[src/rtl/uart_cmd_pkg.sv]
// Shared definitions for the UART command decoder: FSM states and response bytes.
package uart_cmd_pkg;

  typedef enum logic [2:0] {
    StIdle,
    StGetAddr,
    StGetData,
    StGetChk,
    StRespond
  } cmd_state_e;

  localparam logic [7:0] AckByte = 8'h06;
  localparam logic [7:0] NakByte = 8'h15;

  // Frame checksum: modulo-256 sum of address and data bytes.
  function automatic logic [7:0] frame_chk(input logic [7:0] addr, input logic [7:0] data);
    return addr + data;
  endfunction

endpackage

[src/rtl/uart_gap_timer.sv]
// Inter-byte gap timer: counts enabled cycles since the last clear and flags the
// cycle on which the GAP_CLKS-th consecutive idle cycle elapses.
module uart_gap_timer #(
  parameter int unsigned GAP_CLKS = 25000
) (
  input  logic clk,
  input  logic rst_n,
  input  logic clear,
  input  logic enable,
  output logic expired
);

  localparam int unsigned CntW = (GAP_CLKS > 1) ? $clog2(GAP_CLKS + 1) : 1;

  logic [CntW-1:0] cnt_q, cnt_d;

  // Expiry is combinational so the owner can abort on the same edge; a clear wins.
  always_comb begin
    expired = enable && !clear && (cnt_q == CntW'(GAP_CLKS - 1));
    cnt_d   = cnt_q + CntW'(1);
    if (clear || !enable || expired) begin
      cnt_d = '0;
    end
  end

  // Counter register.
  always_ff @(posedge clk or negedge rst_n) begin
    if (!rst_n) begin
      cnt_q <= '0;
    end else begin
      cnt_q <= cnt_d;
    end
  end

endmodule

[src/rtl/uart_cmd_decoder.sv]
// UART command decoder: parses SYNC/ADDR/DATA/CHK frames, issues a register write for
// good frames and answers every completed frame with ACK or NAK on the UART transmitter.
module uart_cmd_decoder
  import uart_cmd_pkg::*;
#(
  parameter int unsigned ADDR_WIDTH = 4,
  parameter logic [7:0]  SYNC_BYTE  = 8'hA5,
  parameter int unsigned GAP_CLKS   = 25000
) (
  input  logic                  clk,
  input  logic                  rst_n,
  input  logic                  rx_valid,
  input  logic [7:0]            rx_data,
  input  logic                  tx_ready,
  output logic                  tx_start,
  output logic [7:0]            tx_data,
  output logic                  reg_we,
  output logic [ADDR_WIDTH-1:0] reg_addr,
  output logic [7:0]            reg_wdata,
  output logic [7:0]            err_count
);

  cmd_state_e            state_q, state_d;
  logic [7:0]            addr_byte_q, addr_byte_d;
  logic [7:0]            data_byte_q, data_byte_d;
  logic [7:0]            tx_data_q, tx_data_d;
  logic                  reg_we_q, reg_we_d;
  logic [ADDR_WIDTH-1:0] reg_addr_q, reg_addr_d;
  logic [7:0]            reg_wdata_q, reg_wdata_d;
  logic [7:0]            err_count_q, err_count_d;
  logic                  in_frame;
  logic                  gap_expired;
  logic                  frame_good;
  logic                  err_inc;

  assign in_frame = (state_q == StGetAddr) || (state_q == StGetData) || (state_q == StGetChk);

  uart_gap_timer #(
    .GAP_CLKS (GAP_CLKS)
  ) u_gap_timer (
    .clk     (clk),
    .rst_n   (rst_n),
    .clear   (rx_valid),
    .enable  (in_frame),
    .expired (gap_expired)
  );

  // Good frame: checksum matches and the address fits in ADDR_WIDTH bits.
  assign frame_good = (frame_chk(addr_byte_q, data_byte_q) == rx_data) &&
                      ((addr_byte_q >> ADDR_WIDTH) == 8'd0);

  // Next-state and output decode for the frame FSM.
  always_comb begin
    state_d     = state_q;
    addr_byte_d = addr_byte_q;
    data_byte_d = data_byte_q;
    tx_data_d   = tx_data_q;
    reg_we_d    = 1'b0;
    reg_addr_d  = reg_addr_q;
    reg_wdata_d = reg_wdata_q;
    err_inc     = 1'b0;
    tx_start    = 1'b0;

    unique case (state_q)
      StIdle: begin
        if (rx_valid && (rx_data == SYNC_BYTE)) begin
          state_d = StGetAddr;
        end
      end
      StGetAddr: begin
        if (rx_valid) begin
          addr_byte_d = rx_data;
          state_d     = StGetData;
        end else if (gap_expired) begin
          state_d = StIdle;
          err_inc = 1'b1;
        end
      end
      StGetData: begin
        if (rx_valid) begin
          data_byte_d = rx_data;
          state_d     = StGetChk;
        end else if (gap_expired) begin
          state_d = StIdle;
          err_inc = 1'b1;
        end
      end
      StGetChk: begin
        if (rx_valid) begin
          state_d = StRespond;
          if (frame_good) begin
            reg_we_d    = 1'b1;
            reg_addr_d  = ADDR_WIDTH'(addr_byte_q);
            reg_wdata_d = data_byte_q;
            tx_data_d   = AckByte;
          end else begin
            tx_data_d = NakByte;
            err_inc   = 1'b1;
          end
        end else if (gap_expired) begin
          state_d = StIdle;
          err_inc = 1'b1;
        end
      end
      StRespond: begin
        // Incoming bytes are dropped here; the response leaves once the transmitter is free.
        if (tx_ready) begin
          tx_start = 1'b1;
          state_d  = StIdle;
        end
      end
      default: begin
        state_d = StIdle;
      end
    endcase

    err_count_d = (err_inc && (err_count_q != 8'hFF)) ? err_count_q + 8'd1 : err_count_q;
  end

  // State and output registers.
  always_ff @(posedge clk or negedge rst_n) begin
    if (!rst_n) begin
      state_q     <= StIdle;
      addr_byte_q <= 8'd0;
      data_byte_q <= 8'd0;
      tx_data_q   <= 8'd0;
      reg_we_q    <= 1'b0;
      reg_addr_q  <= '0;
      reg_wdata_q <= 8'd0;
      err_count_q <= 8'd0;
    end else begin
      state_q     <= state_d;
      addr_byte_q <= addr_byte_d;
      data_byte_q <= data_byte_d;
      tx_data_q   <= tx_data_d;
      reg_we_q    <= reg_we_d;
      reg_addr_q  <= reg_addr_d;
      reg_wdata_q <= reg_wdata_d;
      err_count_q <= err_count_d;
    end
  end

  assign tx_data   = tx_data_q;
  assign reg_we    = reg_we_q;
  assign reg_addr  = reg_addr_q;
  assign reg_wdata = reg_wdata_q;
  assign err_count = err_count_q;

endmodule
[config.mk]
export PLATFORM = sky130hd
export DESIGN_NAME = uart_cmd_decoder
export DESIGN_NICKNAME = d
export VERILOG_FILES = /design/src/rtl/uart_cmd_pkg.sv /design/src/rtl/uart_gap_timer.sv /design/src/rtl/uart_cmd_decoder.sv
export SDC_FILE = /design/constraint.sdc
export NUM_CORES = 1
export LEC_CHECK = 0
export BUFFER_PORTS_ARGS = -buffer_cell sky130_fd_sc_hd__buf_4
export CAP_MARGIN = 30
export CORE_ASPECT_RATIO = 0.8
export CORE_UTILIZATION = 25
export CTS_BUF_LIST = sky130_fd_sc_hd__clkbuf_16
export DETAILED_ROUTE_END_ITERATION = 6
export GPL_TIMING_DRIVEN = 1
export SETUP_SLACK_MARGIN = 0.05
export SLEW_MARGIN = 20
export SYNTH_ARGS = -nofsm -noshare
export SYNTH_HDL_FRONTEND = slang
export SYNTH_SLANG_ARGS = --single-unit
[constraint.sdc]
create_clock -name clk -period 5.15 [get_ports clk]
set_input_delay 0.7725 -clock clk [delete_from_list [all_inputs] [get_ports clk]]
set_output_delay 0.7725 -clock clk [all_outputs]
set_load 0.02 [all_outputs]
==> flow_summary_export.csv, run 1 <==
group,metric,value,unit
setup_path,required,5350,ps
yosys,synthesis.instances,262,
routing,antenna_left,0,
global_route,grt_pass1_vias,1980,
clock_network,clock_latency,320,ps
yosys,syn_avg_cell_area,11.2,um^2
yosys,yosysTopAreaCell,"dfrtp_1",
clock_network,clk_pin_slew,50,ps
clock_network,h-tree-depth,3,
routing,topRoutingLayerUsed,"met4",
routing,drt-total-wl,6100,um
power_and_ir_drop,p_total,1.77,mW
global_route,globalRouteTotalUtil,0.112,
place,place_ws,1840,ps
sta,period_minus_slack,3330,ps
clock_network,cts_setup_buffers,0,
yosys,synth_async_sr_flop_share,1.00,
worst_hold_path,holdCritPathClass,"reg2reg",
die,core_area,11500,um^2
routing,drc,0,
yosys,synthTopCellsByCount,"58 x dfrtp_1, 28 x mux2_2, 22 x nor2_1, 16 x xnor2_1, 15 x nand2_1",
yosys,yosys.area.top_type_share,0.493,
clock_network,hold_buffers,0,
die,dieArea,12200,um^2
clock_network,clockBufferDepth,2,
setup_path,cp_cell_sequence,"ha_1 > fa_1 > a211oi_1 > o21a_1 > nor3_1 > nor3_1 > and2_1 > and3b_1 > mux2_2",
layout,design_area,3630,um^2
yosys,ys_ff_latch,58,
routing,wl_met1,3090,um
routing,vias,2052,
global_route,grt_overflow,0,
power_and_ir_drop,vdd_drop_max,0.194,mV
yosys,ys.flop_type,"dfrtp_1",
sta,rsz0062_at_grt,"false",
setup_path,crit_buf_inv,0,
die,die_w,123,um
place,io_buffer_count,37,
yosys,syn_area,2950,um^2
sta,slew_headroom,0.389,
sta,slew_violations,0,
place,dp_hpwl,4380,um
power_and_ir_drop,powerDensity,487,nW/um^2
clock_network,cts_tree,"built",
setup_path,cpLargestDelayFamily,"simple AND/OR/NAND/NOR gates",
die,ioPinCount,42,
run,cap_violations,0,
routing,dr.pass1.iters,4,
layout,diodes,0,
global_route,grt_pass1_wl,10300,um
setup_path,path_max_fanout,14,
die,initial_core_util,0.256,
routing,drt_iter0_markers,142,
sta,tns,0,ps
die,rows,35,
routing,avgViaCountPerCell,4.52,
sta,fmax,0.300,GHz
layout,drive_above_1_share,0.275,
yosys,synth-edff-count,0,
setup_path,critPathCaptureType,"flop",
sta,hold_viol,0,
sta,period_share,0.646,
clock_network,clock_sinks,58,
layout,fill_cells,1167,
global_route,grt_max_degree,59,
setup_path,crit_slowest_cell,"and3b_1",
place,place_area,3350,um^2
sta,setup_violations,0,
yosys,synth.most_common_cell,"dfrtp_1",
yosys,ys_warn_count,0,
layout,nNetsFinal,324,
sta,worst_pin_slew,913,ps
yosys,ys_seq_area_frac,0.493,
routing,wire_per_inst,13.4,um
setup_path,slowest_delay,620,ps
setup_path,startpoint_type,"flop",
clock_network,cts_root_buffer,"clkbuf_16",
die,die_h,99.1,um
yosys,synth_cell_types,49,
layout,syn_to_final_growth,23.2,%
sta,fin_ws,1820,ps
place,gp_congestion,0.842,
clock_network,cts_buffers,9,
setup_path,arrival,3530,ps
routing,met3_wirelength,312,um
clock_network,cts_resized,0,
setup_path,path_class,"reg2reg",
power_and_ir_drop,p_leak,1.65,nW
global_route,antenna_found_initial,0,
routing,wl_met2,2600,um
sta,skew,2.52,ps
setup_path,path_common_cell,"nor3_1",
yosys,synth.area.top_cells,"dfrtp_1 49%, mux2_2 11%, xnor2_1 4.8%, ha_1 3.8%, nor2_1 2.8%",
outcome,outcome,"finished, final reports clean",
[layout by cell type, fill, tap and decap left out, types with 3 or more instances in the layout]
master and n:
nand3_1 14, nor4_1 3, clkinv_1 3, xor2_1 9
a21o_1 4, nor3_1 3, inv_1 3, dfrtp_1 58
nand2_1 15, conb_1 4, nand4_1 3, mux2_2 28
buf_4 37, o21ai_0 7, nor2b_1 3, clkbuf_16 9
and3_1 7, nor2_1 22, or3_1 4, ha_1 9
xnor2_1 16, a21oi_1 11
[state kept, by name (all words and copies together) (netlist names)]
signal,count
reg_addr,4
reg_wdata,8
u_gap_timer.cnt_q,15
err_count,8
tx_data,3
reg_we,1
data_byte_q,8
addr_byte_q,8
state_q,3
[kinds of logic (layout without fill, tap and decap cells)]
family,after synthesis,after routing,share of synthesized area
xor+xnor,25,25,0.0743
simple gates,94,94,0.180
buf+inv,13,54,0.0251
mux,29,29,0.112
flops,58,58,0.493
compound gates,32,32,0.0692
other cells,1,4,0.00127
fa+ha+maj,10,10,0.0450
[metal layers]
metal,GRT usage,up-vias
met5,0,-
met4,0.0482,0
met3,0.0327,10
met2,0.153,49
met1,0.162,981
li1,-,1012
[worst paths after layout]
check | from | to | slack, ps | cells past startpoint
max in group asynchronous | rst_n | reg_wdata[0] | 4160 | 1
worst max register to register | addr_byte_q[0] | reg_wdata[0] | 1820 | 9
worst min register to register | tx_data[2] | tx_data[2] | 470 | 1
min in group asynchronous | rst_n | u_gap_timer.cnt_q[9] | 520 | 1
worst min-delay path | tx_data[2] | tx_data[2] | 470 | 1
worst max-delay path | addr_byte_q[0] | reg_wdata[0] | 1820 | 9
[per-stage QoR]
stage | instances | hold WS (ps) | utilization
floorplan | 265 | 455 | -
global placement | 439 | 473 | 0.291
detailed placement | 439 | 467 | 0.291
CTS | 454 | 478 | 0.315
global route | 454 | 525 | 0.315
finish | 454 | 469 | 0.315
[power breakdown]
part	total (mW)	leakage [nW]	switching [mW]	internal (mW)
registers	0.626	0.767	0.0853	0.541
logic	0.587	0.742	0.315	0.273
clock network	0.555	0.139	0.192	0.363
[layout make-up]
class                      instances  area, um^2  share of cell area
tap                              148         185              0.0510
sequential                        58        1450               0.400
timing repair buffer              37         278              0.0765
clock inverter                     6        50.0              0.0138
inverter                           2        7.51             0.00207
multi-input combinational        194        1430               0.395
clock buffer                       9         225              0.0620
Note: power is estimated with default switching activity, not from simulation.
==> run 2: changes to the inputs <==
ABC_AREA = 1   (was unset)
clock period = 3.2 ns   (was 5.15 ns; I/O delays follow)
==> run 2 against run 1 <==
Against the previous run:
- critical path depth up 5
- via count up 24%
- fmax up 42%
- sequential share of layout area down 1.6 points
- clock skew up 5.7 ps
- global-route usage up 0.15 points
- flip-flop and latch count unchanged
- clock power up 47%
- utilization down 0.47 points
- combinational power up 64%
- synthesized cell count up 53%
- non-clock buffer count unchanged
- critical endpoint is now reg_addr[1]
- highest routed layer unchanged
==> flow_summary_export.csv, run 2 <==
group,metric,value,unit
outcome,outcome,"finished, final reports clean",
sta,worst_pin_slew,723,ps
yosys,synth_xor_area_frac,0.0254,
setup_path,path_max_fanout,15,
layout,largest_register,"u_gap_timer.cnt_q",
yosys,ys.flop_type,"dfrtp_1",
clock_network,hold_buffers,0,
layout,multi_input_area,1400,um^2
die,core_area,12200,um^2
global_route,grtUsageMet2,0.183,
global_route,grt.busiest_layer,"met2",
die,die_w,127,um
setup_path,critical_path.endpoint,"reg_addr[1]",
die,ioPinCount,42,
yosys,ys_ff_latch,58,
yosys,synth-edff-count,0,
routing,dr.pass1.iters,4,
sta,fmax,0.425,GHz
sta,period_share,0.735,
yosys,syn_avg_cell_area,7.75,um^2
yosys,synthAdderAreaFrac,0.0427,
sta,slew_headroom,0.518,
routing,avgViaCountPerCell,4.27,
yosys,yosysTopAreaCell,"dfrtp_1",
yosys,syn_area,3110,um^2
sta,fin_ws,848,ps
yosys,ys_seq_area_frac,0.467,
power_and_ir_drop,p_total,2.81,mW
yosys,muxShareOfSynthArea,0,
layout,nNetsFinal,464,
place,gp_congestion,0.773,
global_route,globalRouteTotalUtil,0.113,
setup_path,ff2ff_setup_slack,850,ps
sta,rsz0062_at_grt,"false",
sta,setup_violations,0,
yosys,synth.most_common_cell,"nand2_1",
clock_network,h-tree-depth,3,
global_route,grt_overflow,0,
global_route,antenna_found_initial,0,
setup_path,required,3460,ps
yosys,synth_top_family_by_area,"simple AND/OR/NAND/NOR gates",
layout,drive_above_1_share,0.159,
setup_path,reg2reg_depth,14,
global_route,use_met1,0.144,
clock_network,clock_sinks,58,
layout,diodes,0,
layout,largest_reg_flops,15,
place,io_buffer_count,37,
die,initial_core_util,0.256,
clock_network,clockBufferDepth,2,
layout,seqCellArea,1450,um^2
sta,skew,8.23,ps
power_and_ir_drop,vdd_drop_max,0.254,mV
setup_path,reg2reg_from,"addr_byte_q[0]",
setup_path,timing.rr.end,"reg_addr[1]",
routing,wire_per_inst,11.2,um
setup_path,critPathCaptureType,"flop",
sta,tns,0,ps
global_route,met3_usage,0.0370,
sta,hold_viol,0,
routing,antenna_left,0,
power_and_ir_drop,p_leak,2.00,nW
place,dp_hpwl,5020,um
yosys,synthSimpleGateAreaFrac,0.314,
worst_hold_path,holdCritPathClass,"in2async",
routing,drt_iter0_markers,119,
layout,final_cell_mix,"135 x nand2_1, 58 x dfrtp_1, 52 x inv_1, 37 x buf_4",
clock_network,clock_latency,320,ps
setup_path,startpoint_type,"flop",
yosys,synthesis.instances,401,
sta,slew_violations,0,
layout,fill_cells,1280,
layout,syn_to_final_growth,21.4,%
die,die_h,102,um
yosys,synth_compound_area_frac,0.0640,
clock_network,cts_setup_buffers,0,
die,rows,36,
global_route,grt_pass1_vias,2430,
yosys,synth_async_sr_flop_share,1.00,
setup_path,startpoint,"addr_byte_q[0]",
yosys,synth.area.top_cells,"dfrtp_1 47%, nand2_1 16%, inv_1 6.0%, o21ai_0 3.9%, ha_1 3.6%",
clock_network,cts_resized,0,
clock_network,cts_root_buffer,"clkbuf_16",
routing,vias,2554,
clock_network,clk_pin_slew,50,ps
yosys,synth_cell_types,32,
power_and_ir_drop,powerDensity,743,nW/um^2
die,dieArea,12900,um^2
setup_path,arrival,2610,ps
global_route,grt_pass1_wl,11300,um
run,cap_violations,0,
clock_network,cts_tree,"built",
yosys,synthTopCellsByCount,"135 x nand2_1, 58 x dfrtp_1, 50 x inv_1, 24 x nor2_1, 24 x o21ai_0",
routing,drt-total-wl,6680,um
clock_network,cts_buffers,9,
place,place_ws,849,ps
sta,period_minus_slack,2350,ps
yosys,ys_warn_count,0,
layout,fin_util,0.310,
routing,drc,0,
yosys,yosys.area.top_type_share,0.467,
layout,final_common_cell,"nand2_1",
sta,fin_hold_ws,215,ps
global_route,grt_max_degree,59,
setup_path,path_class,"reg2reg",
==> run 2: cell count changes in the layout (fill, tap and decap cells not counted), moves of 10 or more <==
cell	before	now
nor3_1	3	13
nand2_1	15	135
o21ai_0	7	24
mux2_2	28	0
inv_1	3	52
xnor2_1	16	0
==> run 2: stage by stage <==
| step | std cells | cell area (um^2) |
|---|---|---|
| floorplan | 404 | 3120 |
| global placement | 583 | 3520 |
| detailed placement | 583 | 3520 |
| CTS | 598 | 3780 |
| global route | 598 | 3780 |
| finish | 598 | 3780 |
==> run 2: cell type report <==
type,instances,area share
inverters,54,0.0537
clock inverters,6,0.00729
multi-input cells,282,0.371
clock buffers,9,0.0596
well taps,152,0.0504
repair buffers,37,0.0736
flip-flops and latches,58,0.384
==> run 2: worst max-delay path, cell delays in order (launching register included) <==
cell and delay (ps):
dfrtp_1 390, ha_1 230, fa_1 510, nand2_1 50, nand2_1 60, nand3_1 70
nor2_1 90, nand2_1 60, nor2_2 90, nand4_2 100, inv_2 70, nand2_2 180
inv_2 240, nand2_1 90, nand2_1 60
==> run 2: layer usage <==
layer	wire (um)	vias to the layer above
met2	3040	33
met1	3290	1169
li1	-	1342
met4	83	0
met5	0	-
met3	273	10
==> run 2: cells by family after synthesis <==
kind of cell	Yosys count
AND/OR/NAND/NOR	221
AO/OA/AOI/OAI	38
XOR/XNOR	9
other	1
flip-flops	58
buffers and inverters	64
adder cells (fa/ha/maj)	10
==> run 2: worst min path at each step <==
| stage | endpoint | slack, ps | cells after the start |
|---|---|---|---|
| floorplan | addr_byte_q[0] | 180 | 0 |
| finish | err_count[7] | 220 | 1 |
| CTS | err_count[7] | 260 | 1 |
| global placement | u_gap_timer.cnt_q[0] | 450 | 1 |
| global route | err_count[7] | 290 | 1 |
| detailed placement | u_gap_timer.cnt_q[0] | 450 | 1 |
==> run 2: power breakdown <==
group	switching [mW]	total, mW	internal, mW
clock network	0.312	0.816	0.505
registers	0.149	1.03	0.879
logic	0.595	0.963	0.368
total	1.06	2.81	1.75
